## config.mk

```make
export PLATFORM = sky130hd
export DESIGN_NAME = ex_mem_stage
export DESIGN_NICKNAME = d
export VERILOG_FILES = /design/src/rtl/cpu_types_pkg.sv /design/src/rtl/ex_mem_stage.sv
export SDC_FILE = /design/constraint.sdc
export NUM_CORES = 1
export LEC_CHECK = 0
export CAP_MARGIN = 10
export CORE_UTILIZATION = 39
export CTS_BUF_LIST = sky130_fd_sc_hd__clkbuf_8 sky130_fd_sc_hd__clkbuf_16
export DETAILED_ROUTE_END_ITERATION = 16
export PLACE_DENSITY = 0.9
export RECOVER_POWER = 50
export REMOVE_ABC_BUFFERS = 1
export SYNTH_ARGS = -nofsm -noshare
export SYNTH_HDL_FRONTEND = slang
export SYNTH_SLANG_ARGS = --single-unit
```

## constraint.sdc

```tcl
create_clock -name CLK -period 2 [get_ports CLK]
set_clock_uncertainty 0.1 [all_clocks]
set_input_delay 0.4 -clock CLK [delete_from_list [all_inputs] [get_ports CLK]]
set_output_delay 0.4 -clock CLK [all_outputs]
set_load 0.02 [all_outputs]
```

## src/rtl/cpu_types_pkg.sv

```systemverilog
// Shared CPU datapath types: word/register widths, EX/MEM control bundle and
// the data-cache access state machine encoding.
package cpu_types_pkg;

  typedef logic [31:0] word_t;
  typedef logic [4:0]  regbits_t;

  // Field order matches the decode bundle {MemToReg,...,halt}, MSB first
  typedef struct packed {
    logic MemToReg;
    logic RegWrite;
    logic MemRead;
    logic MemWrite;
    logic Branch;
    logic BranchNE;
    logic halt;
  } mem_ctrl_t;

  typedef enum logic [1:0] {
    IDLE   = 2'd0,
    ACCESS = 2'd1,
    HALTED = 2'd2
  } mem_state_t;

endpackage

```

## src/rtl/ex_mem_stage.sv

```systemverilog
// EX/MEM pipeline stage: latches EX results, resolves branches, runs the
// data-cache request handshake, stalls upstream while waiting, tracks halt.
module ex_mem_stage
  import cpu_types_pkg::*;
#(
  parameter int DATA_W = 32,
  parameter int REG_W  = 5
) (
  input  logic              CLK,
  input  logic              RST,
  input  logic              WEN,
  input  logic              flush,
  input  logic              ex_valid,
  input  logic [DATA_W-1:0] ex_alu_out,
  input  logic              ex_zero,
  input  logic [DATA_W-1:0] ex_store_data,
  input  logic [REG_W-1:0]  ex_wsel,
  input  logic [DATA_W-1:0] ex_br_target,
  input  mem_ctrl_t         ex_ctrl,
  input  logic              dhit,
  input  logic [DATA_W-1:0] dmemload,
  output logic              dmemREN,
  output logic              dmemWEN,
  output logic [DATA_W-1:0] dmemaddr,
  output logic [DATA_W-1:0] dmemstore,
  output logic              stall,
  output logic              pc_src,
  output logic [DATA_W-1:0] br_target,
  output logic              wb_valid,
  output logic [DATA_W-1:0] wb_data,
  output logic [REG_W-1:0]  wb_wsel,
  output logic              wb_RegWrite,
  output logic              halt_out
);

  logic              valid;
  logic [DATA_W-1:0] alu_out;
  logic              zero;
  logic [DATA_W-1:0] store_data;
  logic [REG_W-1:0]  wsel;
  logic [DATA_W-1:0] br_target_q;
  mem_ctrl_t         ctrl;
  mem_state_t        state;

  logic       capture;
  logic       in_valid;
  mem_ctrl_t  in_ctrl;
  mem_state_t enter_state;

  // Controls are zeroed for bubbles so a flushed or invalid slot never requests
  always_comb begin
    capture     = WEN && !stall;
    in_valid    = ex_valid && !flush;
    in_ctrl     = in_valid ? ex_ctrl : '0;
    enter_state = IDLE;
    if (in_ctrl.halt)
      enter_state = HALTED;
    else if (in_ctrl.MemRead || in_ctrl.MemWrite)
      enter_state = ACCESS;
  end

  always_ff @(posedge CLK) begin
    if (RST) begin
      valid       <= 1'b0;
      alu_out     <= '0;
      zero        <= 1'b0;
      store_data  <= '0;
      wsel        <= '0;
      br_target_q <= '0;
      ctrl        <= '0;
      state       <= IDLE;
    end else begin
      if (capture) begin
        valid       <= in_valid;
        ctrl        <= in_ctrl;
        alu_out     <= ex_alu_out;
        zero        <= ex_zero;
        store_data  <= ex_store_data;
        wsel        <= ex_wsel;
        br_target_q <= ex_br_target;
      end
      case (state)
        IDLE:    if (capture) state <= enter_state;
        // On dhit the stall drops, so a new instruction may be captured on the same edge
        ACCESS:  if (dhit) state <= capture ? enter_state : IDLE;
        HALTED:  state <= HALTED;
        default: state <= IDLE;
      endcase
    end
  end

  always_comb begin
    dmemREN     = (state == ACCESS) && ctrl.MemRead;
    dmemWEN     = (state == ACCESS) && ctrl.MemWrite && !ctrl.MemRead;
    dmemaddr    = alu_out;
    dmemstore   = store_data;
    stall       = ((state == ACCESS) && !dhit) || (state == HALTED);
    pc_src      = valid && ctrl.Branch && (zero ^ ctrl.BranchNE);
    br_target   = br_target_q;
    wb_valid    = valid && !ctrl.halt && ((state != ACCESS) || dhit) && (state != HALTED);
    wb_data     = ctrl.MemToReg ? dmemload : alu_out;
    wb_wsel     = wsel;
    wb_RegWrite = ctrl.RegWrite && wb_valid;
    halt_out    = (state == HALTED);
  end

endmodule

```

==> results of run 1 <==
path summary, 6_finish.rpt:
check / slack [ns] / end
min reg2reg: 0.36 / state[1]
max: -0.03 / dmemaddr[10]
max reg2reg: -0.03 / dmemaddr[10]
min: 0.31 / br_target[26]
tightest hold or removal path, stage by stage:
cell and delay [ns]:
buf_4 0.16, nand4_1 0.09, a21oi_1 0.05
cell usage after synthesis:
library cell and number:
dfxtp_1 112, a21oi_1 103, nand4_1 103, o31ai_1 103, mux2_2 32, clkbuf_1 29, buf_2 27, buf_6 12
buf_1 10, nand2b_1 9, nand2_1 8, buf_4 7, mux2i_1 7, inv_1 3, a211oi_1 1, a41oi_1 1
and3_1 1, and3b_1 1, inv_2 1, inv_4 1, nand3b_1 1, nor2_1 1, nor3_1 1, nor3_4 1
nor3b_1 1, nor3b_4 1, nor4_1 1, nor4bb_1 1, or3b_1 1, or4_1 1, xor2_1 1
cells by family (layout without fill, tap and decap cells):
kind of cell              after synthesis  count (layout)  share of synthesized area [%]
muxes                                  39              39                           8.10
xor gates and xnor gates                1               1                          0.165
and+or+nand+nor                       132             132                           15.8
DFF                                   112             112                           42.2
buffers and inverters                  90             348                           9.23
AOI/OAI and AO/OA                     208             208                           24.6
timing repair:
| action | 4_1_cts | 5_1_grt |
|---|---|---|
| pin swaps | 1 | 1 |
| cloned | 3 | 0 |
| setup buffers | 5 | 2 |
| resized for setup | 165 | 34 |
| setup endpoints to repair | 37 | 68 |
stage by stage:
stage          TNS, ns  area [um2]  cells  total power, mW
3_5_place_dp    -17.46        8290    992             3.83
4_1_cts         -0.653        8690   1016             5.83
2_1_floorplan  -225.92        4840    497             2.99
6_report       -0.0750        8730   1016             5.79
3_3_place_gp    -15.45        8290    992             3.81
5_1_grt         -0.612        8730   1016             6.01
final cells by class:
cell class	instances	area [um2]
well taps	176	220
flip-flops and latches	112	2250
clock buffers	11	253
clock inverters	5	78.8
multi-input cells	380	2650
repair buffers	327	3260
fillers	1045	4520
inverters	5	22.5
cells in the final DEF, fill, tap and decap left out, types with 10 or more instances in the layout:
cell,n
a21oi_1,103
buf_12,10
buf_2,21
buf_4,25
buf_6,17
clkdlybuf4s50_1,219
dfxtp_1,109
dlygate4sd3_1,25
mux2_2,24
nand4_1,103
o31ai_1,101
registers in the layout, summed over array words and instances (netlist names):
| signal | flops |
|---|---|
| br_target | 32 |
| dmemaddr | 32 |
| dmemstore | 32 |
| ctrl | 7 |
| wb_wsel | 5 |
| state | 2 |
| valid | 1 |
| zero | 1 |
metal layers:
layer | routed length (um) | GRT usage (%)
met1 | 8290 | 33.7
met2 | 9820 | 45.2
met3 | 1780 | 7.82
met4 | 843 | 13.0
met5 | 0 | 0
power by group through the flow:
stage	Sequential (mW)	Combinational [mW]	Clock [mW]
final	2.44	1.36	1.99
after global routing	2.45	1.43	2.12
after CTS	2.43	1.35	2.04
after detailed placement	2.49	1.34	0
after global placement	2.48	1.33	0
after floorplan	2.63	0.365	0
==> impl_results.rst, run 1 <==
.. list-table::
   :header-rows: 1

   * - Metric
     - Value
   * - Net switching share of the total power
     - about 27%
   * - Max Freq
     - 492 MHz
   * - Violations in the final reports
     - negative setup slack
   * - Switching pwr
     - about 1.6 mW
   * - Antenna violations before repair
     - 0
   * - Number of core rows
     - 42
   * - Synth Register Bits
     - ~110
   * - Initial drt markers
     - just under 700
   * - Distinct cell type count after synthesis
     - 31
   * - Start-to-end type of the worst setup path
     - reg2reg
   * - Top-area cell type share of the netlist area
     - between 40% and 50%
   * - Wire length of the first global-routing pass
     - ~31000 um
   * - Area overhead of the layout relative to synthesis
     - 64.2%
   * - Reg2Reg Depth
     - 6
   * - Worst-path cell chain
     - or3b_4 > buf_4 > clkbuf_1 > clkbuf_4 > nand4_1 > a21oi_1
   * - Count of final hold-check violations
     - 0
   * - Later-pin clock latency in the skew report
     - around 0.35 ns
   * - Largest fanout of any net on the critical path
     - 47
   * - Worst Tran Pin Value
     - between 0.6 and 0.7 ns
   * - Yosys synthesis warning count
     - 0
   * - Pre-CTS worst setup slack
     - -0.460 ns
   * - Post-synthesis cell type with the largest combined area
     - dfxtp_1
   * - Vertical die dimension
     - about 120 um
   * - Root Buffer
     - clkbuf_16
   * - Nature of the critical path endpoint
     - register
   * - Maximum number of buffers from clock root to sink
     - 2
   * - CTS H-Tree Depth
     - 3
   * - Critical path buffers and inverters
     - 3
   * - Horiz. Die Dim
     - 119 um
   * - Post-route fraction of the period consumed by the critical path
     - 102%
   * - Number of stages on the worst setup path
     - 6
   * - Area inside the core boundary
     - ~0.013 mm2
   * - Number of optimization iterations in the first detailed-route pass
     - 4
   * - Delay contributed by the slowest stage of the critical path
     - 0.41 ns
   * - Netlist area before placement
     - around 0.0053 mm2
   * - Clock share of power
     - 34.4%
   * - IO Pins
     - between 200 and 300
   * - Final core utilization
     - about 66%
   * - Slowest CP cell
     - or3b_4
   * - Via Count
     - 6089
   * - Worst voltage drop across the vdd grid
     - around 0.00062 V
   * - Gate Count Post-Synth
     - a little under 600
   * - Cell family contributing the most delay on the critical path
     - simple AND/OR/NAND/NOR gates
   * - Worst Path Arrival
     - ~2.1 ns
   * - Count of input and output buffers
     - approximately 290
   * - Logic pwr share
     - 23.5%
   * - Worst flop-to-flop path startpoint
     - state[0]
   * - Mean instance size in the synthesized netlist
     - 9.13 um2
   * - Flop pwr share
     - 42.1%
   * - Worst path setup slack after routing
     - -0.0307 ns
   * - Worst Hold Launch
     - WEN
   * - Total Routed Length
     - about 21000 um
   * - Required time worst endpoint
     - 2.11 ns
   * - Internal power component
     - 4.23 mW
   * - Maximum Capacitance Violations
     - 0
   * - Clock slew at the register clock pins of the worst setup and hold paths
     - roughly 0.07 ns
   * - Max-slew violations
     - 0
   * - CTS sink count
     - about 110
   * - PD cells
     - 664 mW/mm2
   * - Slew Limit Headroom
     - between 50% and 60%
   * - Shortest period the worst path allows
     - approximately 2 ns
   * - Leakage
     - between 3 and 4 nW
   * - Number of failing setup endpoints in the final timing report
     - 5
   * - Pin count of the biggest net entering global routing
     - 75
   * - DRC violation count after routing
     - 0
   * - Result of the run
     - complete, but fails checks
   * - Remaining number of nets flagged by the antenna check after routing
     - 0
   * - Final HPWL from detailed placement
     - 12800 um
   * - Min-delay worst type
     - in2reg
   * - Setup repair after global routing missed its margin
     - yes
   * - Vias in the first global route
     - between 5k and 6k
   * - WHS Path Cells
     - 3
   * - Final hold slack
     - 0.313 ns
   * - GRT Residual Overflow
     - 0
   * - Number of antenna repair diodes
     - 0
   * - Overall track demand over capacity in global routing
     - between 20% and 30%
   * - TritonCTS buffer count
     - 9
   * - Gp weighted congestion
     - 0.810
   * - Drt wl/cell
     - 20.4 um
   * - Vias per inst
     - approximately 6
   * - TritonCTS clock tree
     - built
   * - Share of final-layout standard cells stronger than drive strength 1
     - 16.5%
   * - Full die area
     - 0.0141 mm2
   * - Initial core utilization
     - 40.1%
   * - Sequential element share of the synthesized area
     - a little over two fifths
   * - Start point of the critical path
     - state[0]
   * - Cells taking the most area after synthesis
     - dfxtp_1 (42%), o31ai_1 (15%), nand4_1 (12%)
   * - Hold buffer count at cts
     - 0
   * - Final #Nets
     - between 900 and 1k
   * - Critical path launch point type
     - register
(Power assumes the default switching activity.)
==> inputs of run 2 (changes only) <==
CAP_MARGIN = 20   (was 10)
CORE_UTILIZATION = 43   (was 39)
PLACE_DENSITY = 0.95   (was 0.9)
clock period = 2.5 ns   (was 2 ns; I/O delays follow)
==> impl_results.rst, run 2 (synthesis gave the netlist of run 1 again) <==
.. list-table::
   :header-rows: 1

   * - Metric
     - Value
   * - Worst Path Arrival
     - around 1.9 ns
   * - Slowest CP cell
     - clkdlybuf4s50_1
   * - Final standard cell count with taps included and fillers excluded
     - approximately 970
   * - Clock slew at the register clock pins of the worst setup and hold paths
     - 0.07 ns
   * - Antenna violations before repair
     - 0
   * - Leakage
     - 3.78 nW
   * - Number of optimization iterations in the first detailed-route pass
     - 7
   * - Post-route fraction of the period consumed by the critical path
     - between 90% and 100%
   * - Root Buffer
     - clkbuf_16
   * - CTS H-Tree Depth
     - 3
   * - Initial core utilization
     - roughly 44%
   * - Number of antenna repair diodes
     - 0
   * - Cell family contributing the most delay on the critical path
     - buffers and inverters
   * - Instance area at placement
     - 0.00812 mm2
   * - Count of final hold-check violations
     - 0
   * - Worst Tran Pin Value
     - between 1 and 1.5 ns
   * - Shortest period the worst path allows
     - 2.46 ns
   * - Start-to-end type of the worst setup path
     - in2out
   * - Worst voltage drop across the vdd grid
     - ~0.00056 V
   * - Number of core rows
     - 40
   * - Area overhead of the layout relative to synthesis
     - 59.3%
   * - Most frequent standard cell in the layout excluding fill and tap cells
     - clkdlybuf4s50_1
   * - IO Pins
     - between 200 and 300
   * - Number of setup buffers added after CTS
     - 0
   * - Top library cells by usage in the layout, fill and taps aside
     - clkdlybuf4s50_1 (160), dfxtp_1 (112), nand4_1 (103), o31ai_1 (103), a21oi_1 (103)
   * - Nature of the critical path endpoint
     - output port
   * - GRT Residual Overflow
     - 0
   * - Drt wl/cell
     - around 20 um
   * - Setup repair after global routing missed its margin
     - no
   * - Delay contributed by the slowest stage of the critical path
     - approximately 0.45 ns
   * - Vias in the first global route
     - 5718
   * - Number of stages on the worst setup path
     - 5
   * - Number of fill cells in the layout
     - 853
   * - Required time worst endpoint
     - 1.90 ns
   * - Share of final-layout standard cells stronger than drive strength 1
     - under 10%
   * - Area inside the core boundary
     - 0.0120 mm2
   * - Overall track demand over capacity in global routing
     - just under 30%
   * - Number of failing setup endpoints in the final timing report
     - 0
   * - Number of placed instances, taps included
     - ~950
   * - Min-delay worst type
     - reg2reg
   * - Max-slew violations
     - 0
   * - Final HPWL from detailed placement
     - between 10000 and 15000 um
   * - CTS sink count
     - about 110
   * - Initial drt markers
     - roughly 630
   * - DRC violation count after routing
     - 0
   * - Gp weighted congestion
     - about 0.78
   * - Total negative setup slack
     - 0 ns
   * - Largest fanout of any net on the critical path
     - 3
   * - Result of the run
     - completed
   * - Wire length of the first global-routing pass
     - a little under 30000 um
   * - Total Routed Length
     - just under 20000 um
   * - Via Count
     - just under 6k
   * - PD cells
     - 541 mW/mm2
   * - Max Freq
     - between 400 and 500 MHz
   * - Full die area
     - between 0.01 and 0.015 mm2
   * - Remaining number of nets flagged by the antenna check after routing
     - 0
   * - TritonCTS clock tree
     - built
   * - Hold buffer count at cts
     - 0
   * - Reg2Reg Depth
     - 4
   * - Vias per inst
     - approximately 6.1
   * - WHS Path Cells
     - 2
   * - Worst-path cell chain
     - clkdlybuf4s50_1 > or3b_4 > nand2_1 > nor4_1 > dlygate4sd2_1
   * - Vertical die dimension
     - about 110 um
   * - Pin count of the biggest net entering global routing
     - roughly 110
   * - Final hold slack
     - 0.366 ns
   * - Later-pin clock latency in the skew report
     - around 0.36 ns
   * - Slew Limit Headroom
     - around a fifth
   * - Critical path buffers and inverters
     - 2
   * - Count of input and output buffers
     - 286
   * - TritonCTS buffer count
     - 9
   * - Critical path launch point type
     - input port
   * - Maximum Capacitance Violations
     - 0
   * - Horiz. Die Dim
     - 113 um
   * - Maximum number of buffers from clock root to sink
     - 2
   * - Post-route total power
     - between 4 and 5 mW
   * - Resize count post-CTS
     - 5
   * - Final #Nets
     - 960
   * - Post-layout instance area
     - about 0.0085 mm2
## run 2: metrics by stage
stage	util, %	setup WS (ns)
2_1_floorplan	-	-1.85
3_3_place_gp	67.6	-0.139
3_5_place_dp	67.6	-0.187
4_1_cts	70.3	0.00167
5_1_grt	70.5	0.000156
6_report	70.5	0.0442
## run 2: final timing paths
kind,startpoint,slack (ns),to
min reg2reg,br_target[18],0.37,br_target[18]
max,dhit,0.04,wb_RegWrite
max reg2reg,state[1],0.21,br_target[4]
min,br_target[18],0.37,br_target[18]
## run 2: report_power, final
part	internal (mW)	leakage, nW	switching [mW]
combinational	0.522	2.69	0.505
clock	0.955	0.171	0.654
sequential	1.89	0.922	0.0588
## run 2: area by class of cell
cell class	count	area (um2)	share of cell area (%)
timing repair buffer	305	3100	36.6
multi-input combinational	380	2580	30.5
sequential	112	2240	26.5
clock buffer	12	267	3.15
tap	147	184	2.17
clock inverter	4	67.6	0.798
inverter	5	22.5	0.266
## run 2: routing by layer
layer,part of all wire (%),up-vias,GRT usage [%]
li1,-,2729,-
met1,38,2803,32.5
met2,50,301,49.7
met3,8.7,50,10.2
met4,3.6,0,12.5
met5,0,-,0
## run 2: worst register-to-register path, cell delays in order (launching register included)
cell and delay (ns):
dfxtp_1 0.52, or3b_4 0.20, clkbuf_4 0.89, nand4_1 0.27, a21oi_1 0.22
